--- config.mk ---
export PLATFORM = sky130hd
export DESIGN_NAME = text_console
export DESIGN_NICKNAME = d
export VERILOG_FILES = /design/src/rtl/text_console_pkg.sv /design/src/rtl/text_console.sv
export SDC_FILE = /design/constraint.sdc
export NUM_CORES = 1
export LEC_CHECK = 0
export ABC_AREA = 1
export CAP_MARGIN = 20
export CORE_ASPECT_RATIO = 1.75
export CORE_UTILIZATION = 35
export CTS_CLUSTER_DIAMETER = 80
export DETAILED_ROUTE_END_ITERATION = 10
export MAX_ROUTING_LAYER = met4
export PLACE_DENSITY = 0.65
export SYNTH_ARGS = -nofsm -noshare
export SYNTH_HDL_FRONTEND = slang
export SYNTH_SLANG_ARGS = --single-unit
export TNS_END_PERCENT = 5
--- constraint.sdc ---
create_clock -name clk -period 3.89 [get_ports clk]
set_input_delay 0.5835 -clock clk [delete_from_list [all_inputs] [get_ports clk]]
set_output_delay 0.5835 -clock clk [all_outputs]
set_load 0.05 [all_outputs]
--- src/rtl/text_console_pkg.sv ---
// Shared constants, state encoding and character classification for the text console.
package text_console_pkg;

    localparam int COLS          = 80;
    localparam int ROWS          = 25;
    localparam int WORDS_PER_ROW = 20;
    localparam int TOTAL_WORDS   = 500;

    localparam logic [31:0] SPACE_WORD = 32'h20202020;
    localparam logic [7:0]  CODE_LF    = 8'h0A;
    localparam logic [7:0]  CODE_FF    = 8'h0C;

    typedef enum logic [1:0] {
        CLR_ALL = 2'd0,
        IDLE    = 2'd1,
        CLR_ROW = 2'd2
    } state_t;

    function automatic logic isPrintable(input logic [7:0] code);
        return (code >= 8'h20) && (code <= 8'h7E);
    endfunction

endpackage

--- src/rtl/text_console.sv ---
// Character-stream text console: packs accepted characters into 32-bit text RAM words
// and sweeps fill words over one row (LF / line wrap) or the whole screen (FF / reset).
module text_console #(
    parameter int         COLS      = text_console_pkg::COLS,
    parameter int         ROWS      = text_console_pkg::ROWS,
    parameter logic [7:0] FILL_CHAR = 8'h20
) (
    input  logic        clk,
    input  logic        reset,
    input  logic [7:0]  char_data,
    input  logic        char_valid,
    output logic        char_ready,
    output logic [8:0]  write_address,
    output logic [31:0] write_data,
    output logic        write_en,
    output logic [6:0]  cursor_col,
    output logic [4:0]  cursor_row,
    output logic        busy
);
    import text_console_pkg::*;

    localparam int          ROW_WORDS        = COLS / 4;
    localparam int          SCREEN_WORDS     = ROW_WORDS * ROWS;
    localparam logic [31:0] FILL_WORD        = {4{FILL_CHAR}};
    localparam logic [6:0]  LAST_COL         = 7'(COLS - 1);
    localparam logic [4:0]  LAST_ROW         = 5'(ROWS - 1);
    localparam logic [8:0]  LAST_ROW_WORD    = 9'(ROW_WORDS - 1);
    localparam logic [8:0]  LAST_SCREEN_WORD = 9'(SCREEN_WORDS - 1);

    state_t      r_state;
    state_t      w_nextState;
    logic [8:0]  r_clrCount;
    logic [8:0]  w_nextClrCount;
    logic [6:0]  r_col;
    logic [6:0]  w_nextCol;
    logic [4:0]  r_row;
    logic [4:0]  w_nextRow;
    logic [31:0] r_shadow;
    logic [31:0] w_nextShadow;
    logic        r_writeEn;
    logic        w_nextWriteEn;
    logic [8:0]  r_writeAddr;
    logic [8:0]  w_nextWriteAddr;
    logic [31:0] r_writeData;
    logic [31:0] w_nextWriteData;

    logic        w_accept;
    logic        w_isPrintable;
    logic        w_isLf;
    logic        w_isFf;
    logic        w_lastCol;
    logic        w_clrDone;
    logic [4:0]  w_rowAdvanced;
    logic [8:0]  w_rowBase;
    logic [8:0]  w_charAddr;
    logic [31:0] w_merged;

    assign char_ready    = (r_state == IDLE);
    assign busy          = ~char_ready;
    assign write_en      = r_writeEn;
    assign write_address = r_writeAddr;
    assign write_data    = r_writeData;
    assign cursor_col    = r_col;
    assign cursor_row    = r_row;

    assign w_accept      = char_valid && char_ready;
    assign w_isPrintable = isPrintable(char_data);
    assign w_isLf        = (char_data == CODE_LF);
    assign w_isFf        = (char_data == CODE_FF);
    assign w_lastCol     = (r_col == LAST_COL);
    assign w_rowAdvanced = (r_row == LAST_ROW) ? 5'd0 : r_row + 5'd1;
    assign w_rowBase     = 9'(r_row) * 9'(ROW_WORDS);
    assign w_charAddr    = w_rowBase + 9'(r_col[6:2]);
    // The shared counter terminates at a different count depending on which sweep is running.
    assign w_clrDone     = (r_state == CLR_ALL) ? (r_clrCount == LAST_SCREEN_WORD)
                                                : (r_clrCount == LAST_ROW_WORD);

    always_comb begin
        w_merged = r_shadow;
        case (r_col[1:0])
            2'd0:    w_merged[7:0]   = char_data;
            2'd1:    w_merged[15:8]  = char_data;
            2'd2:    w_merged[23:16] = char_data;
            default: w_merged[31:24] = char_data;
        endcase
    end

    always_ff @(posedge clk or posedge reset) begin
        if (reset) begin
            r_state <= CLR_ALL;
        end else begin
            r_state <= w_nextState;
        end
    end

    always_comb begin
        w_nextState = r_state;
        case (r_state)
            CLR_ALL: begin
                if (w_clrDone) begin
                    w_nextState = IDLE;
                end
            end
            CLR_ROW: begin
                if (w_clrDone) begin
                    w_nextState = IDLE;
                end
            end
            IDLE: begin
                if (w_accept) begin
                    if (w_isFf) begin
                        w_nextState = CLR_ALL;
                    end else if (w_isLf || (w_isPrintable && w_lastCol)) begin
                        w_nextState = CLR_ROW;
                    end
                end
            end
            default: w_nextState = CLR_ALL;
        endcase
    end

    // Next values of every registered output; the write port only moves when a strobe is issued.
    always_comb begin
        w_nextWriteEn   = 1'b0;
        w_nextWriteAddr = r_writeAddr;
        w_nextWriteData = r_writeData;
        w_nextCol       = r_col;
        w_nextRow       = r_row;
        w_nextShadow    = r_shadow;
        w_nextClrCount  = r_clrCount;
        case (r_state)
            CLR_ALL: begin
                w_nextWriteEn   = 1'b1;
                w_nextWriteAddr = r_clrCount;
                w_nextWriteData = FILL_WORD;
                w_nextClrCount  = w_clrDone ? 9'd0 : r_clrCount + 9'd1;
            end
            CLR_ROW: begin
                w_nextWriteEn   = 1'b1;
                w_nextWriteAddr = w_rowBase + r_clrCount;
                w_nextWriteData = FILL_WORD;
                w_nextClrCount  = w_clrDone ? 9'd0 : r_clrCount + 9'd1;
            end
            IDLE: begin
                if (w_accept) begin
                    w_nextClrCount = 9'd0;
                    if (w_isPrintable) begin
                        w_nextWriteEn   = 1'b1;
                        w_nextWriteAddr = w_charAddr;
                        w_nextWriteData = w_merged;
                        if (w_lastCol) begin
                            w_nextCol    = 7'd0;
                            w_nextRow    = w_rowAdvanced;
                            w_nextShadow = FILL_WORD;
                        end else begin
                            w_nextCol    = r_col + 7'd1;
                            w_nextShadow = (r_col[1:0] == 2'd3) ? FILL_WORD : w_merged;
                        end
                    end else if (w_isLf) begin
                        w_nextCol    = 7'd0;
                        w_nextRow    = w_rowAdvanced;
                        w_nextShadow = FILL_WORD;
                    end else if (w_isFf) begin
                        w_nextCol    = 7'd0;
                        w_nextRow    = 5'd0;
                        w_nextShadow = FILL_WORD;
                    end
                end
            end
            default: begin
                w_nextClrCount = 9'd0;
            end
        endcase
    end

    always_ff @(posedge clk or posedge reset) begin
        if (reset) begin
            r_clrCount  <= 9'd0;
            r_col       <= 7'd0;
            r_row       <= 5'd0;
            r_shadow    <= SPACE_WORD;
            r_writeEn   <= 1'b0;
            r_writeAddr <= 9'd0;
            r_writeData <= SPACE_WORD;
        end else begin
            r_clrCount  <= w_nextClrCount;
            r_col       <= w_nextCol;
            r_row       <= w_nextRow;
            r_shadow    <= w_nextShadow;
            r_writeEn   <= w_nextWriteEn;
            r_writeAddr <= w_nextWriteAddr;
            r_writeData <= w_nextWriteData;
        end
    end

endmodule

==> results.py, run 1 <==
metrics = {
    "status": {
        "status": "finished, violations left",
        "violations": "design-rule violations",
    },
    "placement": {
        "port_buffers": 66,
        "dp_worst_setup_slack_ps": 1110,
        "gp_congestion": 0.869,
        "place_inst": 903,
        "hpwl_um": 10400,
    },
    "timing": {
        "grt_setup_unrepaired": "false",
        "setup_viol": 0,
        "hold_violations": 0,
        "period_needed_ps": 2960,
        "slew_violations": 0,
        "worst_pin_slew_ps": 807,
        "fin_skew_ps": 7.26,
        "timing.final.ws_setup_ps": 931,
        "tns_ps": 0,
        "max_freq_mhz": 338,
        "max_slew_margin_pct": 46.2,
        "min_period_over_period_pct": 76.1,
    },
    "routing": {
        "vias": 4596,
        "routed_wl_um": 14000,
        "via_per_inst": 5.00,
        "wl_per_cell_um": 15.2,
        "drtAntennaViolNets": 0,
        "drc": 2,
        "first_pass_iters": 10,
        "dr.first_iter.drc_count": 202,
    },
    "worst_setup_path": {
        "cp_num_cells": 4,
        "crit_required_ps": 3310,
        "criticalPathCategory": "reg2out",
        "arrival_ps": 2380,
        "crit_buf_inv": 3,
        "slowest_stage": "clkdlybuf4s50_1",
        "path_max_fanout": 15,
        "start_kind": "flip-flop",
        "path_cells": "inv_1 -> ha_1 -> inv_1 -> clkdlybuf4s50_1",
        "r2r_start": "r_state[1]",
        "startpoint": "r_state[1]",
        "r2r_slack_ps": 1090,
        "cp-end-kind": "output pin",
        "r2r_cells": 14,
        "path_delay_family": "buffers and inverters",
        "path_common_cell": "inv_1",
        "slowest_delay_ps": 760,
        "endpoint": "busy",
        "r2r_end": "write_address[6]",
    },
    "clock_network": {
        "clk_pin_slew_ps": 70,
        "ctsHtreeMaxLevel": 3,
        "cts_buffer_depth": 2,
        "root_buffer": "clkbuf_16",
        "cts_setup_buffers": 0,
        "cts_resized": 0,
        "cts_tree": "yes",
        "clk_latency_ps": 350,
        "cts_hold_buf": 0,
        "cts.sinks": 97,
        "cts_buffers": 9,
    },
    "power_and_ir_drop": {
        "p_per_area_nw_per_um2": 687,
        "p_seq_share_pct": 34.7,
        "p_clk_share_pct": 19.1,
        "leakage_uw": 0.00299,
        "power_frac_comb_pct": 46.2,
        "total_power_uw": 4340,
        "internal_power_uw": 2320,
        "peakVddDrop_mv": 0.325,
        "p_sw_uw": 2020,
        "swShare_pct": 46.5,
    },
    "synth": {
        "yosysTopAreaCell": "dfrtp_1",
        "ys_warn_count": 0,
        "synth_fp_nets": 710,
        "ys_top_cells_by_area": "dfrtp_1 (42%), nand2_1 (15%), o21ai_0 (7.1%), nand3_1 (5.5%), ha_1 (5.5%)",
        "ys_async_sr_fraction_pct": 100,
        "synth_edf_count": 0,
        "synth-seq-area-share_pct": 46.2,
        "synthCells": 674,
        "syn-cell-area_sq_um": 5280,
        "yosys.area.top_type_share_pct": 42.2,
        "ys_ff_latch": 97,
        "yosys_most_used_dff": "dfrtp_1",
        "ys_types": 33,
        "avgSynthCellArea_sq_um": 7.83,
    },
    "die": {
        "die_area_sq_um": 15600,
        "rows": 59,
        "die_h_um": 164,
        "die_w_um": 94.8,
        "core-area_sq_um": 14800,
        "io_pins": 67,
        "start_util_pct": 35.7,
    },
    "global_routing": {
        "grtUsageTotal_pct": 19.8,
        "grt_max_degree": 98,
        "grt_pass1_vias": 4680,
        "grt_overflow": 0,
        "grt_pass1_wl_um": 22700,
        "antenna_found_initial": 0,
    },
    "run": {
        "cap_violations": 0,
    },
    "final_layout": {
        "final_cells": 919,
        "final_util_pct": 42.8,
        "area_delta_synth_final_pct": 19.7,
        "fin_nets": 767,
        "num_antenna_cells": 0,
        "drive_above_1_share_pct": 5.71,
    },
    "hold_path": {
        "hold_path.class": "reg2reg",
    },
}
==> synthesized netlist by cell type (2+ instances only) <==
library cell / instances
a21oi_1: 16
a21oi_2: 2
a22oi_1: 3
buf_2: 5
buf_4: 7
buf_6: 5
clkbuf_1: 6
dfrtp_1: 89
dfstp_2: 8
fa_1: 2
ha_1: 23
inv_1: 62
inv_2: 3
nand2_1: 213
nand2_2: 2
nand2_4: 2
nand3_1: 58
nand4_1: 9
nor2_1: 47
nor3_1: 9
o21ai_0: 75
o21ai_1: 9
o22ai_1: 4
or2_2: 2
xor2_1: 5
==> cells in the final DEF, fill, tap and decap left out, drive strengths merged, types with 4 or more instances in the layout <==
cell and count:
nand2 217, dfrtp 89, o21ai 84, clkdlybuf4s50 66, inv 66, nand3 59
nor2 49, ha 23, a21oi 18, clkbuf 10, nor3 9, nand4 9
dfstp 8, xor2 5, o22ai 4
==> cells by family (layout without fill, tap and decap cells) <==
kind of cell	Yosys count	in the layout	share of synthesized area, %
compound gates	111	111	11.0
xor+xnor	5	5	0.830
fa+ha+maj	25	25	6.21
buf+inv	88	150	7.59
flops	97	97	46.2
simple gates	348	348	28.2
==> how the worst min path moves through the flow <==
stage | from | to | cells after the start
2_1_floorplan | r_shadow[13] | r_shadow[13] | 2
6_report | r_shadow[13] | r_shadow[13] | 2
3_3_place_gp | r_shadow[13] | r_shadow[13] | 2
4_1_cts | r_shadow[13] | r_shadow[13] | 2
5_1_grt | r_shadow[21] | r_shadow[21] | 2
3_5_place_dp | r_shadow[13] | r_shadow[13] | 2
==> worst register-to-register path: cells and delay by family, from the launching register on <==
family	cells	cell delay (ps)
simple gates	5	350
compound gates	3	350
fa+ha+maj	3	1140
buf+inv	3	470
flops	1	420
==> power by group through the flow <==
| stage | Sequential (uW) | Combinational, uW | Clock, uW |
|---|---|---|---|
| after CTS | 1510 | 2030 | 849 |
| final | 1500 | 2010 | 829 |
| after floorplan | 1920 | 987 | 0 |
| after detailed placement | 1520 | 2020 | 0 |
| after global routing | 1540 | 2200 | 875 |
| after global placement | 1520 | 2010 | 0 |
==> sequential cells by signal (all words and copies together), names as in the netlist <==
signal,cells
cursor_row,5
write_address,9
cursor_col,7
write_en,1
r_state,2
r_shadow,32
write_data,32
r_clrCount,9
==> metrics by stage <==
| step | area [sq um] | hold WS (ps) |
|---|---|---|
| floorplan | 5280 | 444 |
| global placement | 6050 | 459 |
| detailed placement | 6050 | 459 |
| CTS | 6320 | 471 |
| global route | 6320 | 507 |
| finish | 6320 | 474 |
==> cell type report <==
cell class              instances  area, sq um
flip-flops and latches         97         2440
well taps                     183          229
repair buffers                 69          696
clock buffers                  10          229
multi-input cells             489         2440
fillers                      1540         8440
clock inverters                 6         42.5
inverters                      65          246
==> per-layer routing <==
layer / wire length, um / share of wire (%) / track usage (%)
met1: 5090 / 36 / 20.4
met2: 7810 / 56 / 35.4
met3: 424 / 3.0 / 2.90
met4: 638 / 4.6 / 10.6
met5: 0 / 0 / -
(Power assumes the default switching activity.)
==> inputs of run 2 (changes only) <==
==> constraint.sdc (replaced) <==
create_clock -name clk -period 2.85 [get_ports clk]
set_input_delay 0.4275 -clock clk [delete_from_list [all_inputs] [get_ports clk]]
set_output_delay 0.4275 -clock clk [all_outputs]
set_load 0.05 [all_outputs]
==> run 2 against run 1 <==
- the flow now finishes without violations
- critical path type unchanged
- first-iteration DRC count shrank 23%
- count of clock-buffer cells in the layout down 1
- clock skew increased by 2.5 ps
- via count shrank 0.83%
- critical endpoint unchanged
- clock power up 46%
- power grew 39%
- non-clock buffer count up 5
- design area is 1.2% higher
- register-to-register slack got worse by 770 ps
- flip-flop and latch count unchanged
- critical path depth unchanged
- core utilization is 0.51 points higher
==> results.py, run 2 (same netlist as run 1, synthesis figures left out) <==
metrics = {
    "status": {
        "status": "completed",
    },
    "clock_network": {
        "cts_buffer_depth": 2,
        "clk_pin_slew_ps": 70,
        "root_buffer": "clkbuf_16",
        "cts_hold_buf": 0,
        "cts_resized": 0,
        "cts.sinks": 97,
        "cts_setup_buffers": 0,
        "clk_latency_ps": 350,
        "ctsHtreeMaxLevel": 3,
        "cts_buffers": 9,
        "cts_tree": "yes",
    },
    "timing": {
        "max_freq_mhz": 387,
        "period_needed_ps": 2580,
        "slew_violations": 0,
        "hold_violations": 0,
        "timing.final.ws_setup_ps": 269,
        "fin_skew_ps": 9.76,
        "grt_setup_unrepaired": "false",
        "worst_pin_slew_ps": 557,
        "tns_ps": 0,
        "min_period_over_period_pct": 90.6,
        "max_slew_margin_pct": 62.9,
        "hold_ws_ps": 471,
        "setup_viol": 0,
    },
    "final_layout": {
        "drive_above_1_share_pct": 6.48,
        "area_delta_synth_final_pct": 21.2,
        "final_common_cell": "nand2_1",
        "fin_nets": 772,
        "most-common-layout-cells": "nand2_1 (213), dfrtp_1 (89), o21ai_0 (75)",
        "finalInstanceArea_sq_um": 6390,
        "num_antenna_cells": 0,
    },
    "placement": {
        "place_area_sq_um": 6100,
        "gp_congestion": 0.856,
        "dp_worst_setup_slack_ps": 316,
        "port_buffers": 66,
        "hpwl_um": 10000,
    },
    "routing": {
        "routed_wl_um": 13600,
        "drc": 0,
        "wl_per_cell_um": 14.7,
        "via_per_inst": 4.93,
        "dr.first_iter.drc_count": 156,
        "vias": 4558,
        "first_pass_iters": 4,
        "drtAntennaViolNets": 0,
    },
    "worst_setup_path": {
        "crit_buf_inv": 3,
        "cp-end-kind": "output pin",
        "criticalPathCategory": "reg2out",
        "path_cells": "inv_1 -> ha_1 -> inv_1 -> clkdlybuf4s50_1",
        "crit_required_ps": 2420,
        "startpoint": "r_state[1]",
        "path_delay_family": "buffers and inverters",
        "path_common_cell": "inv_1",
        "arrival_ps": 2150,
        "slowest_stage": "clkdlybuf4s50_1",
        "r2r_start": "cursor_row[3]",
        "path_max_fanout": 7,
        "start_kind": "flip-flop",
        "slowest_delay_ps": 860,
    },
    "hold_path": {
        "hp-start": "r_shadow[21]",
        "hold_path.class": "reg2reg",
    },
    "run": {
        "cap_violations": 0,
    },
    "die": {
        "io_pins": 67,
        "die_w_um": 94.8,
        "start_util_pct": 35.7,
        "rows": 59,
        "die_h_um": 164,
        "die_area_sq_um": 15600,
        "core-area_sq_um": 14800,
    },
    "global_routing": {
        "grt_max_degree": 98,
        "grt_overflow": 0,
        "grtUsageMet1_pct": 20.4,
        "grt_pass1_vias": 4431,
        "grtUsageTotal_pct": 19.1,
        "grt-busiest-layer": "met2",
        "grt_util_met2_pct": 34.3,
        "grt_pass1_wl_um": 22200,
        "antenna_found_initial": 0,
        "grt_use_met3_pct": 2.26,
    },
    "power_and_ir_drop": {
        "peakVddDrop_mv": 0.409,
        "leakage_uw": 0.00303,
        "p_per_area_nw_per_um2": 942,
        "total_power_uw": 6020,
    },
}
## run 2: final cells by class
cell class,instances,area [sq um]
flip-flops and latches,97,2440
multi-input cells,489,2440
well taps,183,229
repair buffers,74,746
clock inverters,7,70.1
clock buffers,9,225
inverters,65,248
fillers,1531,8370
## run 2: where the power goes
group	internal [uW]	switching [uW]
sequential	1760	257
clock	621	588
combinational	843	1950
## run 2: worst paths after layout
kind | endpoint | slack (ps) | cells after the start
worst min-delay path | r_shadow[21] | 470 | 2
max in group asynchronous | cursor_row[0] | 1850 | 3
worst max register to register | write_address[8] | 320 | 13
worst max-delay path | busy | 270 | 4
worst min register to register | r_shadow[21] | 470 | 2
min in group asynchronous | write_data[20] | 550 | 3
## run 2: worst reg2reg max path: cells and delay by family, from the launching register on
| family | cells | cell delay [ps] |
|---|---|---|
| AOI/OAI and AO/OA | 1 | 140 |
| xor gates and xnor gates | 1 | 170 |
| adders and majority gates | 4 | 1240 |
| buffers and inverters | 1 | 50 |
| DFF | 1 | 440 |
| and+or+nand+nor | 6 | 420 |
## run 2: stage by stage
step | cells | utilization [%]
6_report | 924 | 43.3
5_1_grt | 924 | 43.3
4_1_cts | 924 | 43.3
3_5_place_dp | 908 | 41.3
3_3_place_gp | 908 | 41.3
2_1_floorplan | 674 | -
## run 2: routing by layer
layer / vias to the layer above / wire, um
met5: - / 0
met1: 2133 / 5270
met3: 27 / 390
met2: 90 / 7460
met4: 0 / 482
li1: 2308 / -
